--- src/rtl/square_wave_gen.sv ---
// square_wave_gen: programmable square-wave generator with double-buffered
// period / high-time / burst configuration. Changes made while running are
// parked in a shadow set and only become active at a period boundary, so the
// output never glitches mid-period.
module square_wave_gen #(
    parameter int CNT_W        = 32,
    parameter int BURST_W      = 16,
    parameter int SYS_CLK_FREQ = 50_000_000
) (
    input  logic               sys_clk,
    input  logic               sys_rst,
    input  logic               cfg_valid,
    output logic               cfg_ready,
    input  logic [CNT_W-1:0]   cfg_period,
    input  logic [CNT_W-1:0]   cfg_high,
    input  logic [BURST_W-1:0] cfg_burst,
    output logic               cfg_err,
    input  logic               start,
    input  logic               stop,
    output logic               wave_out,
    output logic               period_tick,
    output logic               busy,
    output logic               done
);

    // Elaboration-time sanity check of the parameter set.
    if (CNT_W < 2 || BURST_W < 1 || SYS_CLK_FREQ < 1) begin : g_param_check
        $error("square_wave_gen: invalid parameter set");
    end

    localparam logic [CNT_W-1:0]   CNT_ZERO   = {CNT_W{1'b0}};
    localparam logic [CNT_W-1:0]   CNT_ONE    = {{(CNT_W-1){1'b0}}, 1'b1};
    localparam logic [CNT_W-1:0]   CNT_TWO    = {{(CNT_W-2){1'b0}}, 2'b10};
    localparam logic [BURST_W-1:0] BURST_ZERO = {BURST_W{1'b0}};
    localparam logic [BURST_W-1:0] BURST_ONE  = {{(BURST_W-1){1'b0}}, 1'b1};
    localparam logic [BURST_W-1:0] BURST_MAX  = {BURST_W{1'b1}};

    typedef enum logic [0:0] {
        IDLE = 1'b0,
        RUN  = 1'b1
    } state_t;

    state_t             state, state_next;
    logic [CNT_W-1:0]   cnt, cnt_next;
    logic [BURST_W-1:0] nper, nper_next;
    logic [CNT_W-1:0]   per_a, per_a_next, high_a, high_a_next;
    logic [BURST_W-1:0] burst_a, burst_a_next;
    logic [CNT_W-1:0]   per_s, per_s_next, high_s, high_s_next;
    logic [BURST_W-1:0] burst_s, burst_s_next;
    logic               pend, pend_next;
    logic               stop_lat, stop_next;
    logic               finish;
    logic               wave_next, tick_next, busy_next, done_next, err_next;

    logic cfg_xfer;
    logic cfg_bad;
    logic cfg_ok;
    logic at_boundary;
    logic burst_end;
    logic stop_now;

    assign cfg_ready   = !pend;
    assign cfg_xfer    = cfg_valid && !pend;
    assign cfg_bad     = (cfg_period < CNT_TWO);
    assign cfg_ok      = cfg_xfer && !cfg_bad;
    // Compare against per_a - 1 before incrementing, so a full-scale period never overflows cnt.
    assign at_boundary = (cnt == (per_a - CNT_ONE));
    assign burst_end   = (burst_a != BURST_ZERO) && (nper == (burst_a - BURST_ONE));
    // A stop arriving in the last cycle of a period still ends that period.
    assign stop_now    = stop_lat || stop;

    // Next-state and datapath update: config routing, period counting, boundary actions.
    always_comb begin
        state_next   = state;
        cnt_next     = cnt;
        nper_next    = nper;
        per_a_next   = per_a;
        high_a_next  = high_a;
        burst_a_next = burst_a;
        per_s_next   = per_s;
        high_s_next  = high_s;
        burst_s_next = burst_s;
        pend_next    = pend;
        stop_next    = stop_lat;
        finish       = 1'b0;
        case (state)
            IDLE: begin
                if (cfg_ok) begin
                    per_a_next   = cfg_period;
                    high_a_next  = cfg_high;
                    burst_a_next = cfg_burst;
                end else begin
                    per_a_next   = per_a;
                end
                if (start) begin
                    state_next = RUN;
                    cnt_next   = CNT_ZERO;
                    nper_next  = BURST_ZERO;
                    stop_next  = 1'b0;
                end else begin
                    state_next = IDLE;
                end
            end
            RUN: begin
                if (at_boundary) begin
                    cnt_next  = CNT_ZERO;
                    stop_next = 1'b0;
                    if (pend) begin
                        // New config starts a fresh burst count from this boundary.
                        per_a_next   = per_s;
                        high_a_next  = high_s;
                        burst_a_next = burst_s;
                        pend_next    = 1'b0;
                        nper_next    = BURST_ZERO;
                        finish       = stop_now;
                    end else begin
                        finish    = stop_now || burst_end;
                        nper_next = (nper == BURST_MAX) ? nper : (nper + BURST_ONE);
                    end
                    if (finish) begin
                        state_next = IDLE;
                    end else begin
                        state_next = RUN;
                    end
                end else begin
                    cnt_next  = cnt + CNT_ONE;
                    stop_next = stop_now;
                end
                // pend is clear whenever a transfer can happen, so this never collides with the copy above.
                if (cfg_ok) begin
                    per_s_next   = cfg_period;
                    high_s_next  = cfg_high;
                    burst_s_next = cfg_burst;
                    pend_next    = 1'b1;
                end else begin
                    per_s_next   = per_s;
                end
            end
            default: begin
                state_next = IDLE;
            end
        endcase
    end

    // Output decode from the next-state values, so the registered outputs line up with cnt.
    always_comb begin
        wave_next = 1'b0;
        tick_next = 1'b0;
        busy_next = (state_next == RUN);
        if (state_next == RUN) begin
            wave_next = (cnt_next < high_a_next);
            tick_next = (cnt_next == CNT_ZERO);
        end else begin
            wave_next = 1'b0;
            tick_next = 1'b0;
        end
        done_next = (state == RUN) && (state_next == IDLE);
        err_next  = cfg_xfer && cfg_bad;
    end

    // State, configuration and counter registers.
    always_ff @(posedge sys_clk) begin
        if (sys_rst) begin
            state    <= IDLE;
            cnt      <= CNT_ZERO;
            nper     <= BURST_ZERO;
            per_a    <= CNT_TWO;
            high_a   <= CNT_ONE;
            burst_a  <= BURST_ZERO;
            per_s    <= CNT_TWO;
            high_s   <= CNT_ONE;
            burst_s  <= BURST_ZERO;
            pend     <= 1'b0;
            stop_lat <= 1'b0;
        end else begin
            state    <= state_next;
            cnt      <= cnt_next;
            nper     <= nper_next;
            per_a    <= per_a_next;
            high_a   <= high_a_next;
            burst_a  <= burst_a_next;
            per_s    <= per_s_next;
            high_s   <= high_s_next;
            burst_s  <= burst_s_next;
            pend     <= pend_next;
            stop_lat <= stop_next;
        end
    end

    // Registered outputs.
    always_ff @(posedge sys_clk) begin
        if (sys_rst) begin
            wave_out    <= 1'b0;
            period_tick <= 1'b0;
            busy        <= 1'b0;
            done        <= 1'b0;
            cfg_err     <= 1'b0;
        end else begin
            wave_out    <= wave_next;
            period_tick <= tick_next;
            busy        <= busy_next;
            done        <= done_next;
            cfg_err     <= err_next;
        end
    end

endmodule

--- config.mk ---
export PLATFORM = sky130hd
export DESIGN_NAME = square_wave_gen
export DESIGN_NICKNAME = d
export VERILOG_FILES = /design/src/rtl/square_wave_gen.sv
export SDC_FILE = /design/constraint.sdc
export NUM_CORES = 1
export LEC_CHECK = 0
export CAP_MARGIN = 10
export CORE_ASPECT_RATIO = 1.1
export CORE_MARGIN = 8
export CORE_UTILIZATION = 30
export CTS_CLUSTER_SIZE = 10
export DETAILED_ROUTE_END_ITERATION = 8
export PLACE_DENSITY = 0.44
export SLEW_MARGIN = 20
export SYNTH_ARGS = -nofsm -noshare
export SYNTH_HDL_FRONTEND = slang
export SYNTH_SLANG_ARGS = --single-unit
--- constraint.sdc ---
create_clock -name sys_clk -period 17.5 [get_ports sys_clk]
set_clock_uncertainty 0.15 [all_clocks]
set_input_delay 1.75 -clock sys_clk [delete_from_list [all_inputs] [get_ports sys_clk]]
set_output_delay 1.75 -clock sys_clk [all_outputs]
set_load 0.03 [all_outputs]
==> metrics.md <==
| Metric | Value |
|---|---|
| Tightest Hold Check Type | `reg -> reg` |
| Quantity of hold-fixing buffers added after cts | `0` |
| Clock latency reported for the late side of the worst-skew pair | `0.57 ns` |
| Element type at the critical path start | `input port` |
| Final Core Density | `35.7%` |
| CTS tree | `built` |
| Run status | `completed` |
| DRC | `0` |
| First-pass GRT wire length | `62.1 mm` |
| First-pass iteration count of the detailed router | `7` |
| Area inside the core boundary | `41,100 um^2` |
| Kind of end point of the critical path | `flip-flop` |
| Average wire length per cell after detail routing | `18.6 um` |
| Number of synthesized register bits | `215` |
| Most used flip-flop cell after synthesis | `sky130_fd_sc_hd__dfxtp_1` |
| Number of vias after detailed routing | `10,919` |
| Antenna Nets Post-Route | `0` |
| Leakage power | `5.61 nW` |
| Synthesized area per cell | `8.23 um^2` |
| Net Count, Synth | `1,634` |
| Post-CTS setup-driven buffer insertion count | `0` |
| CP startpoint | `cfg_period[7]` |
| Number of maximum-capacitance constraint violations | `0` |
| Number of flops mapped to enable cells by yosys | `0` |
| Register-to-register path setup slack | `11.41 ns` |
| Summed instance area of the synthesized netlist | `12,500 um^2` |
| Sink count of the clock tree | `215` |
| Chip Height | `230 um` |
| Number of instances in the synthesized netlist | `1,514` |
| Buffers on Ports | `90` |
| Sum Neg Setup Slack | `0 ns` |
| Initial antenna violation count | `0` |
| Number of different library cells in the post-synthesis netlist | `77` |
| Commonest non-fill, non-tap cell in the layout | `sky130_fd_sc_hd__nand2_1` |
| Count of inserted antenna diode cells | `0` |
| Cell Pwr Density | `89.3 nW/um^2` |
| Worst path arrival time | `6.48 ns` |
| Total count of hold-check failures in the final report | `0` |
| Max-slew headroom | `32.1%` |
| Violation count after the first detailed-route iteration | `616` |
| Time the worst path needs with I/O delays and setup | `6.13 ns` |
| Weighted congestion reported at the end of routability-driven placement | `0.856` |
| Largest vdd supply drop | `0.0683 mV` |
| Sequential cell area fraction in the yosys report | `34.6%` |
| Fraction of registers with async set/reset | `0%` |
| Synth-to-layout area growth | `17.7%` |
| Data required time at the worst endpoint | `17.84 ns` |
| Global router's overall resource usage | `16.0%` |
| Die Footprint | `48,300 um^2` |
| Net count of the finished layout | `1,664` |
| Post-route fraction of the period consumed by the critical path | `35.1%` |
| Number of warnings printed during yosys synthesis | `0` |
| Highest-count cells in the layout ignoring fill and taps | `sky130_fd_sc_hd__nand2_1 (216), sky130_fd_sc_hd__dfxtp_1 (214), sky130_fd_sc_hd__nor2_1 (141)` |
| CP Class | `in -> reg` |
| Number of gates resized after cts | `0` |
| Worst Tran Pin Value | `1.02 ns` |
| Detailed placer's ending HPWL | `27.7 mm` |
| Worst-case hold slack | `0.302 ns` |
| Capture point of the critical path | `wave_out$_SDFF_PP0_` |
| Setup-failing EPs final | `0` |
| Upper clock frequency limit | `163 MHz` |
| Maximum buffer depth of the clock tree | `3` |
| Endpoint of the worst-slack reg-to-reg timing path | `wave_out$_SDFF_PP0_` |
| Num ports | `91` |
| Starting density of the core | `30.3%` |
| Number of buffers added by the clock tree synthesis step | `28` |
| Worst-case reg-to-reg path depth | `19` |
| Via density per instance | `5.15` |
| Number of global-route vias before repair | `10,534` |
| Aggregate routed wire length | `39.4 mm` |
| Startpoint of the most critical register-to-register path | `per_a[0]$_SDFFE_PP0P_` |
| Maximum number of pins on one net before global-route repair | `83` |
| CTS H-Tree Depth | `1` |
| Clk slew on worst S/H paths | `0.06 ns` |
| Proportion of layout cells with a drive suffix above 1 | `7.83%` |
| Clock tree root buffer cell | `sky130_fd_sc_hd__clkbuf_16` |
| Die Span X | `210 um` |
| Max Fanout on Critical Path | `35` |
| Number of max-slew violations in the final report | `0` |
| Setup repair after global routing missed its margin | `false` |
| Sum of overflow across all layers after global routing | `0` |
| FP Rows | `78` |
synthesized netlist by cell type (30+ instances only):
master | n | area, um^2
sky130_fd_sc_hd__nand2_1 | 217 | 815
sky130_fd_sc_hd__a21oi_1 | 107 | 536
sky130_fd_sc_hd__ha_1 | 35 | 438
sky130_fd_sc_hd__a211oi_1 | 52 | 390
sky130_fd_sc_hd__xnor2_1 | 50 | 438
sky130_fd_sc_hd__dfxtp_1 | 215 | 4300
sky130_fd_sc_hd__mux2i_1 | 116 | 1160
sky130_fd_sc_hd__nor4_1 | 32 | 200
sky130_fd_sc_hd__mux2_2 | 35 | 394
sky130_fd_sc_hd__clkbuf_1 | 85 | 319
sky130_fd_sc_hd__o21ai_0 | 30 | 150
sky130_fd_sc_hd__nor3_1 | 39 | 195
sky130_fd_sc_hd__nand3_1 | 31 | 155
sky130_fd_sc_hd__nor2_1 | 143 | 537
logic make-up (layout without fill, tap and decap cells):
logic type / count (synthesis) / in the layout / synth area share [%]
multiplexers: 151 / 151 / 12.5
adder cells (fa/ha/maj): 35 / 35 / 3.52
AO/OA/AOI/OAI: 288 / 288 / 15.1
flip-flops: 215 / 215 / 34.6
XOR/XNOR: 71 / 71 / 5.10
AND/OR/NAND/NOR: 624 / 624 / 25.0
buffers and inverters: 130 / 175 / 4.22
flip-flops by register name (all words and copies together), names as in the netlist, 16 cells and up:
signal   count
high_a      32
nper        16
burst_a     16
burst_s     16
per_s       32
per_a       32
cnt         32
high_s      32
where the power goes:
part / internal (W) / switching [W] / total [W]
combinational: 0.0000914 / 0.000117 / 0.000208
sequential: 0.000514 / 0.0000292 / 0.000543
clock: 0.000332 / 0.000227 / 0.000558
stage by stage:
stage | area, um^2 | setup WS (ns) | power [W] | cells
6_report | 14700 | 11.37 | 0.00131 | 2119
3_5_place_dp | 13800 | 10.74 | 0.000763 | 2074
2_1_floorplan | 12500 | 11.92 | 0.000690 | 1514
4_1_cts | 14700 | 11.34 | 0.00133 | 2119
3_3_place_gp | 13800 | 10.74 | 0.000761 | 2074
5_1_grt | 14700 | 10.84 | 0.00137 | 2119
worst max-delay path: stages:
cell and delay, ns:
sky130_fd_sc_hd__clkdlybuf4s50_1 0.43, sky130_fd_sc_hd__nor4_1 0.82, sky130_fd_sc_hd__nand4_1 0.38, sky130_fd_sc_hd__o21bai_4 0.23
sky130_fd_sc_hd__buf_4 0.59, sky130_fd_sc_hd__mux2i_1 0.15, sky130_fd_sc_hd__mux2_2 0.29, sky130_fd_sc_hd__ha_1 0.29
sky130_fd_sc_hd__a21o_1 0.19, sky130_fd_sc_hd__a21o_1 0.17, sky130_fd_sc_hd__a21o_1 0.16, sky130_fd_sc_hd__a21o_1 0.17
sky130_fd_sc_hd__a21o_1 0.17, sky130_fd_sc_hd__a21o_1 0.17, sky130_fd_sc_hd__a21oi_1 0.13, sky130_fd_sc_hd__or3_1 0.11
sky130_fd_sc_hd__nand3_1 0.06, sky130_fd_sc_hd__a41oi_1 0.18
area by class of cell:
type / instances / area [um^2]
clock inverters: 5 / 80.1
flip-flops and latches: 215 / 4310
multi-input cells: 1169 / 7670
inverters: 27 / 101
clock buffers: 40 / 806
well taps: 560 / 701
fillers: 4247 / 26400
repair buffers: 103 / 1000
how the worst min path moves through the flow:
stage | startpoint | endpoint | slack, ns | cells past startpoint
final | per_s[22]$_SDFFE_PP0P_ | per_s[22]$_SDFFE_PP0P_ | 0.30 | 2
after global routing | per_s[22]$_SDFFE_PP0P_ | per_s[22]$_SDFFE_PP0P_ | 0.32 | 2
after CTS | per_s[3]$_SDFFE_PP0P_ | per_s[3]$_SDFFE_PP0P_ | 0.30 | 2
after detailed placement | burst_s[4]$_SDFFE_PP0P_ | burst_s[4]$_SDFFE_PP0P_ | 0.30 | 2
after global placement | burst_s[3]$_SDFFE_PP0P_ | burst_s[3]$_SDFFE_PP0P_ | 0.29 | 2
after floorplan | high_s[10]$_SDFFE_PP0P_ | high_s[10]$_SDFFE_PP0P_ | 0.29 | 2
metal layers:
layer	global-route usage, %	routed length [um]	vias to the layer above
met2	27.1	18700	160
met3	2.44	1530	52
met4	4.23	834	0
met1	20.9	18300	5204
met5	0	0	-
li1	-	-	5503
(Power assumes the default switching activity.)
